$ cat config.mk
export PLATFORM = sky130hd
export DESIGN_NAME = mem_arbiter
export DESIGN_NICKNAME = d
export VERILOG_FILES = /design/src/rtl/mycpu_pkg.sv /design/src/rtl/arb_starve_cnt.sv /design/src/rtl/mem_arbiter.sv
export SDC_FILE = /design/constraint.sdc
export NUM_CORES = 1
export LEC_CHECK = 0
export CAP_MARGIN = 25
export CELL_PAD_IN_SITES_DETAIL_PLACEMENT = 0
export CELL_PAD_IN_SITES_GLOBAL_PLACEMENT = 1
export CORE_ASPECT_RATIO = 0.6
export CORE_UTILIZATION = 27
export CTS_CLUSTER_DIAMETER = 50
export DETAILED_ROUTE_END_ITERATION = 7
export PLACE_DENSITY = 0.83
export SLEW_MARGIN = 25
export SYNTH_ARGS = -nofsm -noshare
export SYNTH_HDL_FRONTEND = slang
export SYNTH_SLANG_ARGS = --single-unit
$ cat constraint.sdc
create_clock -name clk -period 1.6 [get_ports clk]
set_input_delay 0.24 -clock clk [delete_from_list [all_inputs] [get_ports clk]]
set_output_delay 0.24 -clock clk [all_outputs]
set_load 0.01 [all_outputs]
$ cat src/rtl/mycpu_pkg.sv
// Shared types for the memory arbiter: FSM states, owner encoding and a
// counter-width helper.
package mycpu_pkg;

  typedef enum logic [1:0] {IDLE, ACC, RESP} arb_state_t;

  typedef enum logic [1:0] {
    OWN_NONE = 2'b00,
    OWN_CPU  = 2'b01,
    OWN_DMA  = 2'b10
  } arb_owner_t;

  // Bits needed to hold the values 0..n, never less than one bit.
  function automatic int cnt_w(input int n);
    return (n <= 1) ? 1 : $clog2(n + 1);
  endfunction

endpackage

$ cat src/rtl/arb_starve_cnt.sv
// Saturating DMA starvation counter; at_limit forces the next contended grant
// to DMA. Only used when MEM_ARB_STARVE_EN is defined.
module arb_starve_cnt
  import mycpu_pkg::*;
#(
  parameter int LIM = 2
) (
  input  logic clk,
  input  logic rst,
  input  logic inc,
  input  logic clr,
  output logic at_limit
);

  localparam int CW = cnt_w(LIM);

  logic [CW-1:0] cnt;

  always_ff @(posedge clk) begin
    if (rst) begin
      cnt <= '0;
    end else if (clr) begin
      cnt <= '0;
    end else if (inc && (cnt != CW'(LIM))) begin
      cnt <= cnt + 1'b1;
    end
  end

  assign at_limit = (cnt == CW'(LIM));

endmodule

$ cat src/rtl/mem_arbiter.sv
// Two-requester memory port arbiter (CPU priority, fixed read latency).
// Define MEM_ARB_STARVE_EN to compile in the bounded DMA starvation guard.
module mem_arbiter
  import mycpu_pkg::*;
#(
  parameter int AW         = 8,
  parameter int DW         = 16,
  parameter int MEM_LAT    = 1,
  parameter int STARVE_LIM = 2
) (
  input  logic          clk,
  input  logic          rst,
  input  logic          cpu_req_in,
  input  logic          cpu_we_in,
  input  logic [AW-1:0] cpu_addr_in,
  input  logic [DW-1:0] cpu_wdata_in,
  output logic          cpu_ack_out,
  output logic [DW-1:0] cpu_rdata_out,
  input  logic          dma_req_in,
  input  logic          dma_we_in,
  input  logic [AW-1:0] dma_addr_in,
  input  logic [DW-1:0] dma_wdata_in,
  output logic          dma_ack_out,
  output logic [DW-1:0] dma_rdata_out,
  output logic          mem_en_out,
  output logic          mem_we_out,
  output logic [AW-1:0] mem_addr_out,
  output logic [DW-1:0] mem_wdata_out,
  input  logic [DW-1:0] mem_rdata_in,
  output logic [1:0]    owner_out
);

  localparam int LW = cnt_w(MEM_LAT);

  arb_state_t    state;
  arb_owner_t    owner;
  logic [LW-1:0] lat;
  logic          force_dma;
  logic          cpu_win;
  logic          dma_win;

`ifdef MEM_ARB_STARVE_EN
  logic starve_inc;
  logic starve_clr;

  assign starve_inc = (state == IDLE) && dma_req_in && cpu_win;
  assign starve_clr = (state == IDLE) && dma_win;

  arb_starve_cnt #(.LIM(STARVE_LIM)) u_starve (
    .clk      (clk),
    .rst      (rst),
    .inc      (starve_inc),
    .clr      (starve_clr),
    .at_limit (force_dma)
  );
`else
  assign force_dma = 1'b0;
`endif

  assign cpu_win   = cpu_req_in && !(dma_req_in && force_dma);
  assign dma_win   = dma_req_in && !cpu_win;
  assign owner_out = owner;

  always_ff @(posedge clk) begin
    if (rst) begin
      state         <= IDLE;
      owner         <= OWN_NONE;
      lat           <= '0;
      cpu_ack_out   <= 1'b0;
      dma_ack_out   <= 1'b0;
      cpu_rdata_out <= '0;
      dma_rdata_out <= '0;
      mem_en_out    <= 1'b0;
      mem_we_out    <= 1'b0;
      mem_addr_out  <= '0;
      mem_wdata_out <= '0;
    end else begin
      cpu_ack_out <= 1'b0;
      dma_ack_out <= 1'b0;
      case (state)
        IDLE: begin
          if (cpu_win || dma_win) begin
            state         <= ACC;
            mem_en_out    <= 1'b1;
            lat           <= LW'(MEM_LAT);
            owner         <= cpu_win ? OWN_CPU : OWN_DMA;
            mem_we_out    <= cpu_win ? cpu_we_in    : dma_we_in;
            mem_addr_out  <= cpu_win ? cpu_addr_in  : dma_addr_in;
            mem_wdata_out <= cpu_win ? cpu_wdata_in : dma_wdata_in;
          end
        end
        ACC: begin
          mem_en_out <= 1'b0;
          if (lat == '0) begin
            // Read data is valid exactly on the last ACC cycle.
            state <= RESP;
            if (!mem_we_out) begin
              if (owner == OWN_CPU) cpu_rdata_out <= mem_rdata_in;
              else                  dma_rdata_out <= mem_rdata_in;
            end
            cpu_ack_out <= (owner == OWN_CPU);
            dma_ack_out <= (owner == OWN_DMA);
          end else begin
            lat <= lat - 1'b1;
          end
        end
        RESP: begin
          // Requester still holds req here; never re-arbitrate in RESP.
          state <= IDLE;
          owner <= OWN_NONE;
        end
        default: begin
          state <= IDLE;
          owner <= OWN_NONE;
        end
      endcase
    end
  end

endmodule

After elaboration in Yosys (flattened, before gate mapping)
Cells that the tools add are included.
W data, S select, Z words.
Operators by class
  magnitude comparators: 0
  multiply operators: 0
  divide/modulo/power cells: 0
  multiplexer cells: 13
  equal/unequal tests: 5
  add/sub/neg operators: 1
  shift operators: 0
  reductions and logical operators: 12
  bitwise logic cells: 4
Operators with widths (count)
  $mux W16: 1
  $mux W2: 4
  $mux W8: 1
  $pmux W2 S2: 2
  $reduce_and A2 Y1: 4
  $reduce_and A4 Y1: 2
  $eq A2 B1 Y1 const B: 2
  $ne A2 B2 Y1 const B: 2
  $not A1 Y1: 4
  $pmux W1 S2: 2
  $mux W1: 3
  $reduce_or A3 Y1: 1
  $eq A2 B2 Y1 const B: 1
  $logic_not A2 Y1: 1
  $reduce_bool A2 Y1: 1
  $logic_and A1 B1 Y1: 1
  $logic_not A1 Y1: 1
  $logic_or A1 B1 Y1: 1
  $sub A1 B1 Y1 const B: 1
Storage, ports and cells
  bits of input ports: 70
  bits in registers: 65
  output and inout port bits: 62
  memories kept: 0
  bits in latches: 0
  word-level logic and storage cells: 46
  RAM bits: 0
  ROM bits: 0

Longest topological paths before layout
Gate-level depths: netlist of run 1.
  word-level depth: 5
  depth in mapped cells: 7
  mapped depth without buffers: 3

Worst setup path after synthesis of run 1
OpenSTA, ideal clock, no wires.
  kind: reg-to-reg
  start point: register owner[1], in the netlist owner_out[1]
  end point: register dma_rdata_out[12]
  buffers on the path: 2
  stages on the path, launching flop included: 6
  slack: 0.043 ns
  period minus slack after synthesis: 1.557 ns
  data arrival time: 1.438 ns
  required time: 1.480 ns
  setup time: 0.120 ns
  path through: dfxtp_1 nand2b_1 or4b_1 buf_2 buf_6 mux2i_1
Between the ends
  longest elaborated chain between the ends: 3
Ends and longest elaborated chain
  from (decl): RTL line mem_arbiter.sv:36  | arb_owner_t owner;
  from (signal assigned): RTL line mem_arbiter.sv:86  | owner <= cpu_win ? OWN_CPU : OWN_DMA;
  $eq A2 B1 Y1: RTL line mem_arbiter.sv:98  | if (owner == OWN_CPU) cpu_rdata_out <= mem_rdata_in;
  $not A1 Y1 (no line)
  $reduce_and A4 Y1 (no line)
  to (signal assigned): RTL line mem_arbiter.sv:99  | else dma_rdata_out <= mem_rdata_in;
  to (decl): RTL line mem_arbiter.sv:24  | output logic [DW-1:0] dma_rdata_out,
Every way passes these cells.
A chain may end at the register's enable or synchronous reset.

Worst setup path in the final report of run 1
  start point: register state[1]
  end point: register dma_rdata_out[5]
Between the ends
  longest elaborated chain between the ends: 2
Ends and longest elaborated chain
  from (decl): RTL line mem_arbiter.sv:35  | arb_state_t state;
  from (signal assigned): RTL line mem_arbiter.sv:66  | state <= IDLE;
  from (signal assigned): RTL line mem_arbiter.sv:83  | state <= ACC;
  from (signal assigned): RTL line mem_arbiter.sv:96  | state <= RESP;
  $eq A2 B1 Y1: RTL line mem_arbiter.sv:80  | case (state)
  $reduce_and A4 Y1 (no line)
Every way passes these cells.

==> results of run 1 <==
-- where the power goes --
group,switching (µW),internal [µW]
sequential,76.5,1720
combinational,399,566
clock,714,1200
total,1190,3490
-- how the worst max path moves through the flow --
stage                            start           endpoint  slack, ps  cells past startpoint
after global routing      owner_out[0]       owner_out[0]         20                      1
after CTS                   mem_we_out         mem_we_out         40                      1
after floorplan           owner_out[1]  dma_rdata_out[12]         40                      5
after global placement      cpu_req_in   mem_wdata_out[6]         -2                      4
after detailed placement    dma_req_in    mem_addr_out[5]        -20                      5
final                         state[1]   dma_rdata_out[5]         90                      4
-- metrics by stage --
stage               setup slack [ps]  power (µW)  instance area (µm²)  instances
floorplan                       42.8        2260                 2750        266
global placement               -1.64        2790                 4270        522
detailed placement             -19.7        2800                 4270        522
CTS                             44.4        4760                 4570        538
global route                    16.7        4910                 4570        538
finish                          86.5        4680                 4570        538
-- worst max-delay path, delay by kind of cell, from the launching register on --
family | cells | cell delay [ps]
DFF | 1 | 360
buffers and inverters | 1 | 190
muxes | 1 | 120
and+or+nand+nor | 2 | 720
-- cell type report --
class | count | share of cell area (%)
Multi-Input combinational cell | 177 | 29.4
Timing Repair Buffer | 145 | 32.2
Tap cell | 135 | 3.70
Inverter | 1 | 0.0821
Clock inverter | 7 | 1.59
Clock buffer | 9 | 4.93
Sequential cell | 64 | 28.1
-- layer usage --
| metal | up-vias | global-route usage, % | part of all wire (%) |
|---|---|---|---|
| met4 | 0 | 4.48 | 0.95 |
| met5 | - | 0 | 0 |
| met2 | 75 | 22.4 | 46 |
| met3 | 9 | 5.62 | 6.9 |
| met1 | 1102 | 17.4 | 47 |
| li1 | 1205 | - | - |
-- kinds of logic (layout without fill, tap and decap cells) --
family,after synthesis,in the layout,synth area share (%)
AOI/OAI and AO/OA,54,54,12.3
muxes,57,57,20.8
buffers and inverters,25,162,4.46
DFF,64,64,46.7
and+or+nand+nor,66,66,15.9
-- timing repair --
action / CTS / global route
setup buffers: 0 / 0
setup endpoints to repair: 1 / 0
resized for setup: 2 / 0
-- synth_stat cells --
cell type / number / share of area [%]
a2111oi_0: 1 / 0.32
a211oi_1: 25 / 6.8
a21oi_1: 28 / 5.1
and2_1: 1 / 0.23
buf_2: 5 / 0.91
buf_6: 3 / 1.2
clkbuf_1: 16 / 2.2
dfxtp_1: 64 / 47
inv_1: 1 / 0.14
mux2i_1: 57 / 21
nand2_1: 2 / 0.27
nand2b_1: 50 / 11
nand2b_4: 1 / 0.50
nand3b_1: 1 / 0.27
nor2_1: 1 / 0.14
nor2b_1: 1 / 0.23
nor3_1: 2 / 0.36
nor3b_1: 1 / 0.27
nor4_1: 1 / 0.23
nor4_4: 1 / 0.77
nor4b_1: 1 / 0.32
or2_1: 1 / 0.23
or4_1: 1 / 0.27
or4b_1: 1 / 0.36
-- sequential cells by signal (all words and copies together), names as in the netlist --
register and cells:
dma_ack_out 1, dma_rdata_out 16, mem_addr_out 8, cpu_ack_out 1
mem_we_out 1, mem_wdata_out 16, state 2, cpu_rdata_out 16
mem_en_out 1, owner_out 2
-- placed cells by master (no fill, tap or decap), types with 2 or more instances in the layout --
cell type,Yosys,routed
dfxtp_1,64,63
nand2b_1,50,50
a211oi_1,25,25
nor3_1,2,2
clkinv_2,0,2
nand2_1,2,2
buf_12,0,5
mux2i_1,57,57
clkbuf_16,0,9
clkinvlp_4,0,2
buf_4,0,9
a21oi_1,28,28
clkinv_4,0,2
clkdlybuf4s50_1,0,129
==> metrics.md, run 1 <==
| Metric | Value |
|---|---|
| Worst-margin pin slew | ~410 ps |
| Clock sink count | 64 |
| Seq/Total Area, Yosys | 46.7% |
| Core area | 0.00988 mm² |
| PortBufs | 131 |
| Worst hold path type | primary input to flip-flop |
| Vias | 2,391 |
| #FFs+latches synth | 64 |
| H-tree depth | 3 |
| Hold wc startpoint | rst |
| Drc violations | 0 |
| CTS Hold Bufs | 0 |
| Setup Total Neg Slack | 0 ps |
| Worst-Skew Late Latency | 320 ps |
| Crit Path Category | flip-flop to flip-flop |
| Nets | 468 |
| Post-synth cell types | 24 |
| Detailed Place HPWL | 5.36 mm |
| # setup viols final | 0 |
| RSZ-0062 raised after global routing | false |
| RR Startpoint | state[1] |
| Delay of the slowest critical-path stage | 530 ps |
| Mapped Area | 0.00275 mm² |
| Post-Route WL | just over 7 mm |
| CTS Root Cell | clkbuf_16 |
| WL per Instance | 13.5 µm |
| Synthesis warning total | 0 |
| Worst path slowest cell | or4b_1 |
| Worst Hold End | cpu_ack_out |
| First drt pass iteration count | 4 |
| Worst hold stages | 2 |
| Final core occ | 46.3% |
| Initial antenna violation count | 0 |
| Reg clk slew, reported paths | 60 ps |
| Largest net degree at the start of global routing | 30 |
| CP Cell Sequence | nand2b_4 > or4b_1 > buf_12 > mux2i_1 |
| Fillers | 934 |
| Area of the multi-input gates | 0.00135 mm² |
| Max_cap viols | 0 |
| CP required | 1810 ps |
| Outcome | finished, final reports clean |
| R2r setup slk | 90 ps |
| Count of final hold-check violations | 0 |
| Num CTS Buffers | 9 |
| Final slew viol count | 0 |
| Worst R2R End | dma_rdata_out[5] |
| Register area | 0.00128 mm² |
| Worst-path fanout max | 14 |
| Power Density | a little over 1000 mW/mm² |
| Total track usage | 14.1% |
| Ant. Diodes | 0 |
| Gr ovfl total | 0 |
| Vias per cell | 4.44 |
| I/O Pins | 132 |
| Synth Instances | 266 |
| Minimum hold slack | 413 ps |
| Peak supply drop | 0.000527 V |
| Initial core utilization | 27.8% |
| Clock tree buffer depth | 2 |
| Synthesis-to-finish area growth | 66.4% |
| Clock skew | around 5.2 ps |
| Tmin final | 1510 ps |
| Die Height | 80.1 µm |
| Slew headroom | ~72% |
| Antenna-violating nets left | 0 |
| Std cell rows | 28 |
| Placer Congestion | 0.718 |
| Die area | approximately 0.011 mm² |
| Number of global-route vias before repair | approximately 2,400 |
| Mapped Nets | 336 |
| Lkg Pwr | 0.00177 µW |
| Clock tree from TritonCTS | yes |
| Chip Width | 132 µm |
| FMAX | between 600 and 700 MHz |
| Mean area per synthesized cell | 10.3 µm² |
| Fraction of layout cells with a size suffix above 1 | 8.68% |
| Reg2Reg Depth | 4 |
| First-pass GRT wire length | 11.7 mm |
| CP Launch Type | flip-flop |
| Crit path DAT | 1720 ps |
| Final worst-path cycle share | 94.6% |
| CP endpoint kind | flip-flop |
| Iteration-0 DRC Markers | 69 |
Note: power is estimated with default switching activity, not from simulation.
==> run 2, diff against run 1 <==
Settings changed: CORE_MARGIN from default to 2, REMOVE_ABC_BUFFERS from default to 1.
==> metrics.md, run 2 (synthesis results as in run 1) <==
| Metric | Value |
|---|---|
| CP required | 1360 ps (-450 ps) |
| Peak supply drop | 0.000424 V (-19%) |
| Most frequent cells in the layout | clkdlybuf4s50_1 (128), dfxtp_1 (64), mux2i_1 (57) |
| Final slew viol count | 0 (unchanged) |
| Reg2Reg Depth | 4 (unchanged) |
| Critical Path Stages | 1 (-3) |
| Power Density | 1050 mW/mm² (+2.3%) |
| RSZ-0062 raised after global routing | false |
| Worst hold path type | primary input to flip-flop |
| CP Launch Type | flip-flop |
| Number of global-route vias before repair | 2,365 (+0.60%) |
| Fraction of layout cells with a size suffix above 1 | 9.78% (+1.1 points) |
| Reg clk slew, reported paths | 50 ps (about the same) |
| Crit Path Category | flip-flop to primary output |
| CTS Root Cell | clkbuf_16 |
| CP Buf/Inv Count | 1 (unchanged) |
| Biggest regs | cpu_rdata_out (16), dma_rdata_out (16), mem_wdata_out (16) |
| PortBufs | 131 (unchanged) |
| Initial antenna violation count | 0 (unchanged) |
| Placer Congestion | 0.732 (+1.9%) |
| Psw | 1180 µW (-0.68%) |
| WL per Instance | 13.5 µm (+0.20%) |
| CP Cell Sequence | clkdlybuf4s50_1 |
| Worst-margin pin slew | 351 ps (-62.5 ps) |
| Outcome | finished, final reports clean |
| First-pass GRT wire length | 11.8 mm (+1.0%) |
| Met1 Usage GRT | 17.7% (+0.26 points) |
| Internal cell power | 3650 µW (+4.6%) |
| Area of the multi-input gates | 0.00135 mm² (+0.37%) |
| FMAX | 668 MHz (+1.2%) |
| Tmin final | 1500 ps (-17.5 ps) |
| Chip Width | 134 µm (+1.5%) |
| Post-Route WL | 7.37 mm (+1.3%) |
| Worst-Skew Late Latency | 320 ps (about the same) |
| Clock sink count | 64 (unchanged) |
| Gr ovfl total | 0 (unchanged) |
| Register area | 0.00128 mm² (about the same) |
| Clock tree buffer depth | 2 (unchanged) |
| Max_cap viols | 0 (unchanged) |
| Die Height | 82.1 µm (+2.5%) |
| Delay of the slowest critical-path stage | 560 ps (+30 ps) |
| Total track usage | 13.7% (-0.34 points) |
| Commonest non-fill, non-tap cell in the layout | clkdlybuf4s50_1 |
| Synthesis-to-finish area growth | 67.9% |
| First drt pass iteration count | 4 (unchanged) |
| Clock tree from TritonCTS | yes |
| Antenna-violating nets left | 0 (unchanged) |
| Final core occ | 46.7% (+0.42 points) |
| Dpl ws | -168 ps (-149 ps) |
| CTS Hold Bufs | 0 (unchanged) |
| Lkg Pwr | 0.00181 µW (+2.7%) |
| Combinational Power Share | 20.2% (-0.4 points) |
| Final worst-path cycle share | 93.5% (-1.1 points) |
| CP endpoint kind | primary output |
| Iteration-0 DRC Markers | 119 (+72%) |
| # setup viols final | 0 (unchanged) |
| Vias | 2,386 (-0.21%) |
| Std cell rows | 28 (unchanged) |
| Worst path top cell family by delay | buffers and inverters |
| I/O Pins | 132 (unchanged) |
| Buffer count from post-CTS setup fixing | 0 (unchanged) |
| Switching portion of total power | 24.4% (-0.96 points) |
| Crit path launch | owner_out[0] |
| Count of final hold-check violations | 0 (unchanged) |
| Nets | 474 (+1.3%) |
| Slew headroom | 76.0% (+3.6 points) |
| Num CTS Buffers | 9 (unchanged) |
| Detailed Place HPWL | 5.67 mm (+5.7%) |
| Worst-path fanout max | 4 (-10) |
| Crit path DAT | 1260 ps (-460 ps) |
| Ant. Diodes | 0 (unchanged) |
| Largest net degree at the start of global routing | 48 (+60%) |
| H-tree depth | 3 (unchanged) |
| Drc violations | 0 (unchanged) |
| Worst path slowest cell | clkdlybuf4s50_1 |
| R2r setup slk | 160 ps (+70 ps) |
| Clock skew | 6.86 ps (+1.61 ps) |
| Initial core utilization | 27.8% (unchanged) |
| Die area | 0.0110 mm² (+4.0%) |
| Vias per cell | 4.39 (-1.3%) |
| Fillers | 929 (-0.54%) |
| RR Startpoint | state[1] |
| Met2 Use GR | 21.9% (-0.50 points) |
| Clock power share | 42.7% (+1.7 points) |
| Worst Setup Slack, final | 104 ps (+17.5 ps) |
| GR peak layer | met2 |
| Sequential share of power | 37.1% (-1.3 points) |
| Worst R2R End | dma_rdata_out[13] |
| Worst Setup EP | owner_out[0] |
| Core area | 0.00988 mm² (unchanged) |
| Met3 GRT Util | 4.64% (-0.98 points) |
-- run 2: cell types whose count changed in the layout (fill, tap and decap cells not counted), sizes merged --
cell           change
clkinvlp           +1
buf                +6
bufinv             +1
dlygate4sd2        -1
clkdlybuf4s50      -1
clkinv             -2
dlymetal6s2s       +2
-- run 2: through the flow --
step / area (µm²) / power, µW / setup TNS, ps / cells / hold slack [ps]
final: 4610 / 4830 / 0 / 544 / 171
after detailed placement: 4280 / 2810 / -2690 / 528 / 461
after global placement: 4280 / 2790 / -1960 / 528 / 460
after global routing: 4610 / 5070 / 0 / 544 / 190
after floorplan: 2630 / 2200 / -13800 / 242 / 309
after CTS: 4600 / 4900 / 0 / 544 / 157
-- run 2: cell type report --
| type | instances | share of cell area (%) |
|---|---|---|
| Timing Repair Buffer | 151 | 32.2 |
| Multi-Input combinational cell | 177 | 29.3 |
| Sequential cell | 64 | 27.8 |
| Clock buffer | 9 | 4.88 |
| Tap cell | 135 | 3.66 |
| Clock inverter | 7 | 2.09 |
| Inverter | 1 | 0.0814 |
-- run 2: worst min-delay path by stage --
stage	startpoint	cells after the start	endpoint	slack, ps
floorplan	rst	1	mem_en_out	310
global placement	cpu_rdata_out[7]	2	cpu_rdata_out[7]	460
detailed placement	cpu_rdata_out[15]	2	cpu_rdata_out[15]	460
CTS	rst	2	cpu_ack_out	160
global route	rst	2	cpu_ack_out	190
finish	rst	2	cpu_ack_out	170
-- run 2: worst register-to-register path, delay by kind of cell (launching register included) --
family / cells / cell delay, ps
and+or+nand+nor: 2 / 700
DFF: 1 / 310
buffers and inverters: 1 / 190
muxes: 1 / 130
-- run 2: repair_timing --
action | CTS | global route
endpoints found under the hold margin | 0 | 0
endpoints found under the setup margin | 0 | 5
gates resized for setup | 0 | 3
-- run 2: power groups by stage --
stage / Combinational, µW / Clock [µW] / Sequential (µW)
after global routing: 1060 / 2210 / 1810
after floorplan: 310 / 0 / 1890
after global placement: 965 / 0 / 1820
after detailed placement: 983 / 0 / 1820
after CTS: 985 / 2120 / 1790
final: 976 / 2070 / 1790
-- run 2: metal layers --
layer | vias to the layer above | part of all wire (%) | wire [µm]
met5 | - | 0 | 0
li1 | 1217 | - | -
met1 | 1089 | 47 | 3490
met3 | 9 | 7.1 | 523
met2 | 71 | 44 | 3270
met4 | 0 | 1.2 | 89
